**src/rtl/bitty_run_sequencer.sv**
```systemverilog
// Instruction sequencer for the bitty core: fetch, issue, wait for done,
// then load the branch-logic next PC. Supports run, step, halt and a watchdog.
module bitty_run_sequencer #(
    parameter int ADDR_W  = 8,
    parameter int INSTR_W = 16,
    parameter int MEM_LAT = 1,
    parameter int TIMEOUT = 255
) (
    input  logic               clk,
    input  logic               reset,
    input  logic               start,
    input  logic               step,
    input  logic               halt_req,
    output logic [ADDR_W-1:0]  mem_addr,
    input  logic [INSTR_W-1:0] mem_rdata,
    output logic [INSTR_W-1:0] core_instr,
    output logic               core_run,
    input  logic               core_done,
    input  logic [ADDR_W-1:0]  branch_pc,
    output logic [ADDR_W-1:0]  pc,
    output logic               busy,
    output logic               err,
    output logic [15:0]        instr_count
);

    typedef enum logic [2:0] {
        S_IDLE,
        S_FETCH,
        S_ISSUE,
        S_EXEC,
        S_UPDATE,
        S_ERROR
    } state_t;

    localparam logic [1:0] FETCH_LAST = 2'(MEM_LAT - 1);
    localparam logic [7:0] TMO_LAST   = 8'(TIMEOUT - 1);

    state_t               state_q, state_d;
    logic [ADDR_W-1:0]    pc_q, pc_d;
    logic [INSTR_W-1:0]   instr_q, instr_d;
    logic [15:0]          count_q, count_d;
    logic                 err_q, err_d;
    // mode_q high means single-step: return to IDLE after one retirement
    logic                 mode_q, mode_d;
    logic [1:0]           wait_q, wait_d;
    logic [7:0]           tmo_q, tmo_d;

    // Next-state and datapath updates for the fetch/issue/exec/update loop
    always_comb begin
        state_d = state_q;
        pc_d    = pc_q;
        instr_d = instr_q;
        count_d = count_q;
        err_d   = err_q;
        mode_d  = mode_q;
        wait_d  = wait_q;
        tmo_d   = tmo_q;
        unique case (state_q)
            S_IDLE: begin
                if (step) begin
                    state_d = S_FETCH;
                    mode_d  = 1'b1;
                    wait_d  = 2'd0;
                end else if (start && !halt_req) begin
                    state_d = S_FETCH;
                    mode_d  = 1'b0;
                    wait_d  = 2'd0;
                end
            end
            S_FETCH: begin
                if (wait_q == FETCH_LAST) begin
                    instr_d = mem_rdata;
                    wait_d  = 2'd0;
                    state_d = S_ISSUE;
                end else begin
                    wait_d = wait_q + 2'd1;
                end
            end
            S_ISSUE: begin
                tmo_d   = 8'd0;
                state_d = S_EXEC;
            end
            S_EXEC: begin
                if (core_done) begin
                    state_d = S_UPDATE;
                end else if (tmo_q == TMO_LAST) begin
                    tmo_d   = tmo_q + 8'd1;
                    err_d   = 1'b1;
                    state_d = S_ERROR;
                end else begin
                    tmo_d = tmo_q + 8'd1;
                end
            end
            S_UPDATE: begin
                pc_d    = branch_pc;
                count_d = count_q + 16'd1;
                if (mode_q || halt_req || !start) begin
                    state_d = S_IDLE;
                end else begin
                    state_d = S_FETCH;
                    wait_d  = 2'd0;
                end
            end
            S_ERROR: begin
                state_d = S_ERROR;
            end
            default: begin
                state_d = S_IDLE;
            end
        endcase
    end

    // State and datapath registers, cleared asynchronously
    always_ff @(posedge clk or posedge reset) begin
        if (reset) begin
            state_q <= S_IDLE;
            pc_q    <= '0;
            instr_q <= '0;
            count_q <= '0;
            err_q   <= 1'b0;
            mode_q  <= 1'b0;
            wait_q  <= 2'd0;
            tmo_q   <= 8'd0;
        end else begin
            state_q <= state_d;
            pc_q    <= pc_d;
            instr_q <= instr_d;
            count_q <= count_d;
            err_q   <= err_d;
            mode_q  <= mode_d;
            wait_q  <= wait_d;
            tmo_q   <= tmo_d;
        end
    end

    assign instr_count = count_q;
    assign mem_addr    = pc_q;
    assign pc          = pc_q;
    assign core_instr  = instr_q;
    assign err         = err_q;
    assign core_run    = (state_q == S_ISSUE);
    assign busy        = (state_q != S_IDLE) && (state_q != S_ERROR);

endmodule

```
**config.mk**
```make
export PLATFORM = sky130hd
export DESIGN_NAME = bitty_run_sequencer
export DESIGN_NICKNAME = d
export VERILOG_FILES = /design/src/rtl/bitty_run_sequencer.sv
export SDC_FILE = /design/constraint.sdc
export NUM_CORES = 1
export LEC_CHECK = 0
export CAP_MARGIN = 20
export CORE_MARGIN = 2
export CORE_UTILIZATION = 43
export CTS_CLUSTER_SIZE = 20
export DETAILED_ROUTE_END_ITERATION = 8
export GPL_TIMING_DRIVEN = 1
export PLACE_DENSITY = 0.75
export SLEW_MARGIN = 20
export SYNTH_ARGS = -nofsm -noshare
export SYNTH_HDL_FRONTEND = slang
export SYNTH_SLANG_ARGS = --single-unit
```
**constraint.sdc**
```tcl
create_clock -name clk -period 2.7 [get_ports clk]
set_input_delay 0.405 -clock clk [delete_from_list [all_inputs] [get_ports clk]]
set_output_delay 0.405 -clock clk [all_outputs]
set_load 0.01 [all_outputs]
```
---- After elaboration in Yosys (flattened, before gate mapping) ----
Index checks and enable logic that the tools add are counted.
cells by class
  add/subtract/negate cells ............... 3
  bitwise logic cells ..................... 1
  muxes and demuxes ....................... 16
  reductions and logical operators ........ 18
  equality and inequality tests ........... 12
operators with widths
  cell                   number
  $pmux 3 s6             1
  $add 16x1->16 const B  1
  $pmux 8 s2             1
  $mux 3                 5
  $ne 3x3->1 const B     3
  $reduce_and 3->1       3
  $add 8x1->8 const B    1
  $eq 8x8->1 const B     1
  $mux 2                 4
  $mux 8                 1
  $eq 3x2->1 const B     2
  $eq 3x3->1 const B     2
  $ne 2x2->1 const B     3
  $pmux 2 s3             1
  $reduce_and 2->1       3
  $reduce_bool 3->1      2
  $reduce_bool 2->1      2
  $eq 3x1->1 const B     1
  $logic_not 3->1        1
  $mux 1                 3
  $add 2x1->2 const B    1
  $logic_and 1x1->1      2
  $logic_not 1->1        2
  $logic_not 2->1        1
  2 further kinds        3
storage, ports and cells
  word-level logic and storage cells ...... 58
  bits in registers ....................... 55
  output and inout port bits .............. 51
  bits of input ports ..................... 30

---- Logic depth before layout (Yosys ltp) ----
Gate-level depths: netlist (run 1).
  depth in word-level cells ............... 5
  depth in mapped cells ................... 6
  mapped depth without buffers ............ 5

---- Worst setup path before layout (run 1) ----
Ideal clock, no wire load.
  path type ............................... reg2reg
  from .................................... reg state_q[2]
  to ...................................... reg instr_q[0], in the netlist core_instr[0]
  clock period less this slack ............ 1.606 ns
  data arrival time ....................... 1.481 ns
  required time ........................... 2.575 ns
  setup time .............................. 0.125 ns
  path buffers ............................ 2
  slack ................................... 1.094 ns
  stages on the path, launching flop included .. 6
  path through ............................ dfrtp_1 > nor2_1 > and3_1 > buf_2 > buf_2 > mux2_2
on the way
  longest elaborated chain between the ends .. 2
RTL lines
  element                            RTL line  RTL
  from (decl)                        38        state_t state_q, state_d;
  from (signal assigned)             125       state_q <= state_d;
  $eq 3x1->1                         58        unique case (state_q)
  $reduce_and 2->1 (no source line)  -
  to (signal assigned)               127       instr_q <= instr_d;
  to (decl)                          40        logic [INSTR_W-1:0] instr_q, instr_d;
No other way between the ends.
A chain may end at the register's enable or synchronous reset.

---- Worst setup path after layout (run 1) ----
  from .................................... reg state_q[1]
  to ...................................... out core_run
on the way
  longest elaborated chain between the ends .. 1
RTL lines
  element     RTL line  RTL
  $eq 3x2->1  141       assign core_run = (state_q == S_ISSUE);
  to (decl)   17        output logic core_run,
No other way between the ends.

==> results of run 1 <==
synth_stat cells, drive strengths merged, types with 2 or more instances:
cell | count | area, sq um
ha | 5 | 62.6
nand4 | 6 | 37.5
and3 | 6 | 37.5
nand2 | 12 | 45.0
buf | 14 | 96.3
nor3b | 3 | 32.5
o2bb2ai | 2 | 17.5
inv | 6 | 22.5
o21ai | 5 | 25.0
nor3 | 3 | 15.0
xor2 | 14 | 123
and4 | 3 | 26.3
nand3 | 8 | 40.0
a21oi | 3 | 15.0
xnor2 | 9 | 78.8
dfrtp | 55 | 1380
nor2 | 12 | 50.1
mux2 | 25 | 282
nand2b | 2 | 12.5
a32o | 2 | 20.0
final cells by class:
class                   instances  area, sq um
clock buffers                   5         68.8
clock inverters                 3         67.6
repair buffers                 84          843
inverters                       6         22.5
fillers                       467         2090
multi-input cells             131         1020
flip-flops and latches         55         1380
well taps                      72         90.1
power by group through the flow:
stage	sequential [mW]	combinational, mW	clock [mW]
5_1_grt	1.36	1.53	0.690
2_1_floorplan	1.36	0.738	0
6_report	1.32	1.42	0.635
4_1_cts	1.32	1.45	0.654
3_3_place_gp	1.31	1.42	0
3_5_place_dp	1.34	1.44	0
worst max-delay path, cell delays in order, from the launching register on:
cell	delay, ps
dfrtp_1	590
nor3b_2	230
buf_4	170
clkdlybuf4s50_1	540
worst paths after layout:
path / end / startpoint
max reg2reg: instr_count[14] / state_q[2]
min: wait_q[0] / reset
min reg2reg: instr_count[15] / instr_count[15]
max: core_run / state_q[1]
min in group clk: instr_count[15] / instr_count[15]
max in group asynchronous: instr_count[12] / reset
logic make-up after synthesis:
| family | Yosys count | share of synthesized area |
|---|---|---|
| simple gates | 62 | 0.144 |
| flops | 55 | 0.547 |
| buf+inv | 21 | 0.0488 |
| fa+ha+maj | 5 | 0.0249 |
| xor+xnor | 23 | 0.0801 |
| compound gates | 16 | 0.0433 |
| mux | 25 | 0.112 |
state kept, by name, indices dropped and copies added (netlist names):
name	count
wait_q	2
mode_q	1
core_instr	16
state_q	3
err	1
instr_count	16
mem_addr	8
tmo_q	8
per-layer routing:
| layer | vias to the layer above | part of all wire | routed length, um | track usage |
|---|---|---|---|---|
| met3 | 5 | 0.043 | 211 | 0.0382 |
| met5 | - | 0 | 0 | 0 |
| met2 | 37 | 0.53 | 2600 | 0.277 |
| met1 | 866 | 0.42 | 2060 | 0.201 |
| met4 | 0 | 0.010 | 51 | 0.0458 |
| li1 | 857 | - | - | - |
==> results.toml, run 1 <==
[cts]
cts-buffers-inserted = 5
cts_tree = "built"
cts.path.max_buffers = 2
cts_sinks = 55
clk_latency_ps = 310
post_cts_buffers = 0
cts_resized = 0
cts.root.buffer_cell = "clkbuf_8"
clk_pin_slew_ps = 100
cts_hold_repair.buffers = 0
htreeDepth = 2

[cells_and_area]
antennaDiodeCount = 0
mostFrequentLayoutCells = "clkdlybuf4s50_1, dfrtp_1, mux2_2"
fin_cells = 356
finalInstanceArea_sq_um = 3480
layout.cells.most_common = "clkdlybuf4s50_1"
utilization = 0.625
nets = 318
drive_above_1_share = 0.162
syn2layout_area_growth_pct = 38.6

[die]
io_pins = 81
coreArea_sq_um = 5570
rows = 27
start_util = 0.451
dieArea_sq_um = 6480
die_h_um = 80.5
die_x_um = 80.5

[sta]
fin_crit_sh = 0.829
fin_setup_tns_ps = 0
worst_slack_ps = 462
clock.fmax_mhz = 447
clock_skew_ps = 6.87
max_slew_margin = 0.596
period_minus_slack_ps = 2240
hold-worst-slack_ps = 490
tightest_slew_ps = 605
slew_violations = 0
finalHoldViolCount = 0
rsz0062_at_grt = "false"
setup_viol_count_final = 0

[global_routing]
antenna_found_initial = 0
overflow = 0
grt_pass1_vias = 1728
grt_usage = 0.161
grt_start_max_net_pins = 29
grt_first_pass_wirelength_mm = 8.02

[logic_synthesis]
synthFlopType = "dfrtp_1"
ys_seq_area_frac = 0.547
synthArstFlopShare = 1.00
syn_nets = 242
synth_edf_count = 0
netlist_area_sq_um = 2510
ys_ff_latch = 55
netlist_instances = 207
synth_warnings = 0
syn_avg_cell_area_sq_um = 12.1
ys_types = 36

[detailed_routing]
drtAntennaViolNets = 0
drt_iter0_drc = 64
wl_mm = 4.92
vias = 1765
avgViaCountPerCell = 4.96
wl_per_cell_um = 13.8
dr.pass1.iters = 4
route.detailed.drc = 0

[power]
comb_power_share = 0.421
switching_power_mw = 1.04
p_seq_frac = 0.390
ir_drop_v = 0.000485
clkPwrFrac = 0.188
p_leak_nw = 1.51
finalPower_mw = 3.38
internal-power_mw = 2.34
swShare = 0.308
powerDensity_nw_per_um2 = 969

[setup_path]
end_kind = "output pin"
cp-start-kind = "flop"
worstSetupPathType = "flop to output pin"
reg2regPathDepth = 4
required_ps = 2300
r2r_setup_slack_ps = 720
path_max_fanout = 13
arrival_ps = 1830

[placed_design]
hpwlAfterDp_mm = 3.72
gp_congestion = 0.758
placed_area_sq_um = 3350
dp_cells = 348
io_buffers = 80
dpl_worst_slack_ps = 737

[min_path]
worstHoldPathType = "input port to asynchronous set/reset pin"

[flow_run]
cap_violations = 0

[outcome]
status = "finished, final reports clean"
(Power assumes the default switching activity.)
==> run 2, diff against run 1 <==
==> constraint.sdc (replaced) <==
create_clock -name clk -period 2.3 [get_ports clk]
set_input_delay 0.345 -clock clk [delete_from_list [all_inputs] [get_ports clk]]
set_output_delay 0.345 -clock clk [all_outputs]
set_load 0.01 [all_outputs]
==> run 2 against run 1 <==
Net effect: worst setup slack got worse by 200 ps; clock power fell by 17%; final cell count rose by 0.28%; global-route usage fell by 0.33 points; die area did not move; count of clock-buffer cells in the layout rose by 1; critical path depth did not move; largest cell class unchanged; largest power group unchanged; utilization fell by 0.61 points; sequential power rose by 13%; total power rose by 11%; critical endpoint unchanged; clock skew rose by 1.4 ps; routed wire length fell by 3.6%.
==> results.toml, run 2 (same netlist as run 1, synthesis figures left out) <==
[outcome]
status = "finished, final reports clean"

[cells_and_area]
layout.cells.most_common = "clkdlybuf4s50_1"
finalInstanceArea_sq_um = 3450
syn2layout_area_growth_pct = 37.2
antennaDiodeCount = 0
drive_above_1_share = 0.165
nFillCells = 462
register_area_sq_um = 1380
mostFrequentLayoutCells = "clkdlybuf4s50_1, dfrtp_1, mux2_2"
nets = 320
multi_input_area_sq_um = 1020

[setup_path]
crit_chain = "buf_4 > nor3b_2 > clkdlybuf4s50_1"
crit_family = "buffers and inverters"
r2r-start = "state_q[1]"
crit_buf_inv = 2
worstSetupPathType = "flop to output pin"
slowest_delay_ps = 570
r2r_setup_slack_ps = 440
crit_end = "core_run"
slowest_stage = "clkdlybuf4s50_1"
path_max_fanout = 10
end_kind = "output pin"
required_ps = 1960
cp-startpoint = "state_q[0]"
reg2reg_to = "instr_count[14]"
path_depth = 3
arrival_ps = 1690
cp-start-kind = "flop"
reg2regPathDepth = 4

[detailed_routing]
route.detailed.drc = 0
vias = 1756
drtAntennaViolNets = 0
wl_mm = 4.74
wl_per_cell_um = 13.3
drt_iter0_drc = 66
dr.pass1.iters = 4
avgViaCountPerCell = 4.92

[placed_design]
hpwlAfterDp_mm = 3.57
placed_area_sq_um = 3360
gp_congestion = 0.825
io_buffers = 80

[cts]
cts-buffers-inserted = 5
cts.path.max_buffers = 2
cts.root.buffer_cell = "clkbuf_8"
cts_resized = 0
post_cts_buffers = 0
htreeDepth = 2
cts_sinks = 55
clk_latency_ps = 300
cts_tree = "built"
clk_pin_slew_ps = 90
cts_hold_repair.buffers = 0

[power]
finalPower_mw = 3.75
ir_drop_v = 0.000497
p_leak_nw = 1.50
powerDensity_nw_per_um2 = 1090

[die]
rows = 27
die_h_um = 80.5
die_x_um = 80.5
dieArea_sq_um = 6480
io_pins = 81
start_util = 0.451
coreArea_sq_um = 5570

[global_routing]
grt_usage = 0.157
grt_pass1_vias = 1711
antenna_found_initial = 0
overflow = 0
grt_start_max_net_pins = 36
grt_first_pass_wirelength_mm = 7.94

[sta]
setup_viol_count_final = 0
max_slew_margin = 0.700
clock.fmax_mhz = 492
rsz0062_at_grt = "false"
slew_violations = 0
fin_setup_tns_ps = 0
clock_skew_ps = 8.25
finalHoldViolCount = 0
fin_crit_sh = 0.884
period_minus_slack_ps = 2030
tightest_slew_ps = 449

[flow_run]
cap_violations = 0

[min_path]
worstHoldPathType = "input port to asynchronous set/reset pin"
==> run 2: power by group <==
group	internal (mW)	switching, mW
Sequential	1.27	0.227
Clock	0.237	0.287
Combinational	1.06	0.671
==> run 2: per-stage QoR <==
| step | util | setup slack (ps) | instances | hold WS (ps) |
|---|---|---|---|---|
| global placement | 0.603 | 454 | 350 | 456 |
| floorplan | - | 612 | 207 | 462 |
| finish | 0.619 | 266 | 357 | 371 |
| CTS | 0.619 | 242 | 357 | 377 |
| global route | 0.619 | 141 | 357 | 390 |
| detailed placement | 0.603 | 435 | 350 | 458 |
==> run 2: layout make-up <==
cell class                      count  area share
Sequential cell                    55       0.399
Multi-Input combinational cell    131       0.294
Timing Repair Buffer               86       0.249
Tap cell                           72      0.0261
Clock buffer                        6      0.0239
Inverter                            6     0.00653
Clock inverter                      1     0.00145
==> run 2: how the worst min path moves through the flow <==
stage | from | endpoint | slack (ps) | cells past startpoint
finish | reset | instr_count[2] | 370 | 2
global route | reset | core_instr[0] | 390 | 2
CTS | reset | instr_count[2] | 380 | 2
detailed placement | instr_count[15] | instr_count[15] | 460 | 1
global placement | instr_count[15] | instr_count[15] | 460 | 1
floorplan | step | mode_q | 460 | 1
==> run 2: worst reg2reg max path, cell delays in order (launching register included) <==
cell and delay (ps):
dfrtp_1 510, or3b_4 540, nor4_2 420, nand3_1 150, xnor2_1 140
==> run 2: metal layers <==
layer,part of all wire,routed length (um),track usage,vias to the layer above
met3,0.046,219,0.0371,6
met1,0.45,2110,0.204,847
met5,0,0,0,-
li1,-,-,-,864
met4,0.0099,47,0.0356,0
met2,0.50,2360,0.268,39
==> run 3, diff against run 2 <==
--- a/config.mk
+++ b/config.mk
@@ -11,7 +11,7 @@
 export CTS_CLUSTER_SIZE = 20
 export DETAILED_ROUTE_END_ITERATION = 8
 export GPL_TIMING_DRIVEN = 1
-export PLACE_DENSITY = 0.75
+export PLACE_DENSITY_LB_ADDON = 0.15
 export SLEW_MARGIN = 20
 export SYNTH_ARGS = -nofsm -noshare
 export SYNTH_HDL_FRONTEND = slang
==> run 3 against run 2 <==
Net effect: maximum frequency is 0.53% lower; die area stayed put; combinational power hardly changed; final cell count is 0.28% higher; utilization is 0.43 points higher; critical endpoint unchanged.
==> results.toml, run 3 (same netlist as run 1, synthesis figures left out) <==
[global_routing]
antenna_found_initial = 0
grt_start_max_net_pins = 33
grt_pass1_vias = 1689
grt_first_pass_wirelength_mm = 8.19
overflow = 0
grt_usage = 0.166

[sta]
finalHoldViolCount = 0
period_minus_slack_ps = 2040
clock.fmax_mhz = 489
tightest_slew_ps = 529
fin_setup_tns_ps = 0
setup_viol_count_final = 0
slew_violations = 0
fin_crit_sh = 0.889
clock_skew_ps = 6.90
max_slew_margin = 0.647
rsz0062_at_grt = "false"

[detailed_routing]
drt_iter0_drc = 54
dr.pass1.iters = 4
route.detailed.drc = 0
vias = 1774
drtAntennaViolNets = 0
wl_mm = 5.00
avgViaCountPerCell = 4.96
wl_per_cell_um = 14.0

[cts]
cts.root.buffer_cell = "clkbuf_8"
clk_latency_ps = 310
cts_resized = 0
cts-buffers-inserted = 5
cts_tree = "built"
cts_hold_repair.buffers = 0
clk_pin_slew_ps = 100
htreeDepth = 2
cts_sinks = 55
cts.path.max_buffers = 2
post_cts_buffers = 0

[power]
swShare = 0.314
p_leak_nw = 1.51
p_seq_frac = 0.385
finalPower_mw = 3.87
switching_power_mw = 1.22
internal-power_mw = 2.66
comb_power_share = 0.449
clkPwrFrac = 0.166
powerDensity_nw_per_um2 = 1110
ir_drop_v = 0.000708

[setup_path]
cp-start-kind = "flop"
crit_chain = "nor3b_2 > clkdlybuf4s50_1"
crit_family = "flip-flops"
crit_buf_inv = 1
path_max_fanout = 13
slowest_delay_ps = 570
arrival_ps = 1700
worstSetupPathType = "flop to output pin"
slowest_stage = "dfrtp_1"
required_ps = 1960
end_kind = "output pin"

[placed_design]
placed_area_sq_um = 3360
gp_congestion = 0.777
dp_cells = 350
hpwlAfterDp_mm = 3.74
io_buffers = 80

[outcome]
status = "finished, final reports clean"

[cells_and_area]
syn2layout_area_growth_pct = 38.2
utilization = 0.623
drive_above_1_share = 0.164
fin_cells = 358
layout.cells.most_common = "clkdlybuf4s50_1"
nFillCells = 465
antennaDiodeCount = 0
finalInstanceArea_sq_um = 3470
nets = 320
mostFrequentLayoutCells = "clkdlybuf4s50_1, dfrtp_1, mux2_2"

[die]
dieArea_sq_um = 6480
io_pins = 81
die_h_um = 80.5
rows = 27
coreArea_sq_um = 5570
start_util = 0.451
die_x_um = 80.5

[min_path]
worstHoldPathType = "input port to asynchronous set/reset pin"

[flow_run]
cap_violations = 0
[run 3: layer usage]
| layer | vias up | global-route usage | share of wire |
|---|---|---|---|
| li1 | 862 | - | - |
| met1 | 864 | 0.217 | 0.46 |
| met2 | 43 | 0.274 | 0.48 |
| met3 | 5 | 0.0348 | 0.050 |
| met4 | 0 | 0.0559 | 0.013 |
| met5 | - | 0 | 0 |
[run 3: cell type report]
type	count	area (sq um)	share of cell area
Sequential cell	55	1380	0.396
Multi-Input combinational cell	131	1020	0.292
Timing Repair Buffer	86	858	0.247
Tap cell	72	90.1	0.0259
Clock buffer	6	72.6	0.0209
Clock inverter	2	38.8	0.0112
Inverter	6	22.5	0.00648
[run 3: stage by stage]
| step | hold WS (ps) | setup WS (ps) |
|---|---|---|
| 2_1_floorplan | 462 | 612 |
| 3_3_place_gp | 457 | 465 |
| 3_5_place_dp | 461 | 443 |
| 4_1_cts | 398 | 235 |
| 5_1_grt | 421 | 161 |
| 6_report | 393 | 255 |
[run 3: worst paths after layout]
kind,end,cells past startpoint,slack (ps),from
max in group asynchronous,instr_count[1],3,1360,reset
max,core_run,2,260,state_q[1]
max reg2reg,instr_count[12],4,430,state_q[1]
min,core_instr[15],2,390,reset
min in group clk,instr_count[15],1,470,instr_count[15]
min reg2reg,instr_count[15],1,470,instr_count[15]
[run 3: power groups by stage]
stage	Clock, mW	Sequential [mW]	Combinational, mW
2_1_floorplan	0	1.59	0.866
3_3_place_gp	0	1.50	1.74
3_5_place_dp	0	1.52	1.76
4_1_cts	0.663	1.50	1.77
5_1_grt	0.701	1.54	1.87
6_report	0.641	1.49	1.74
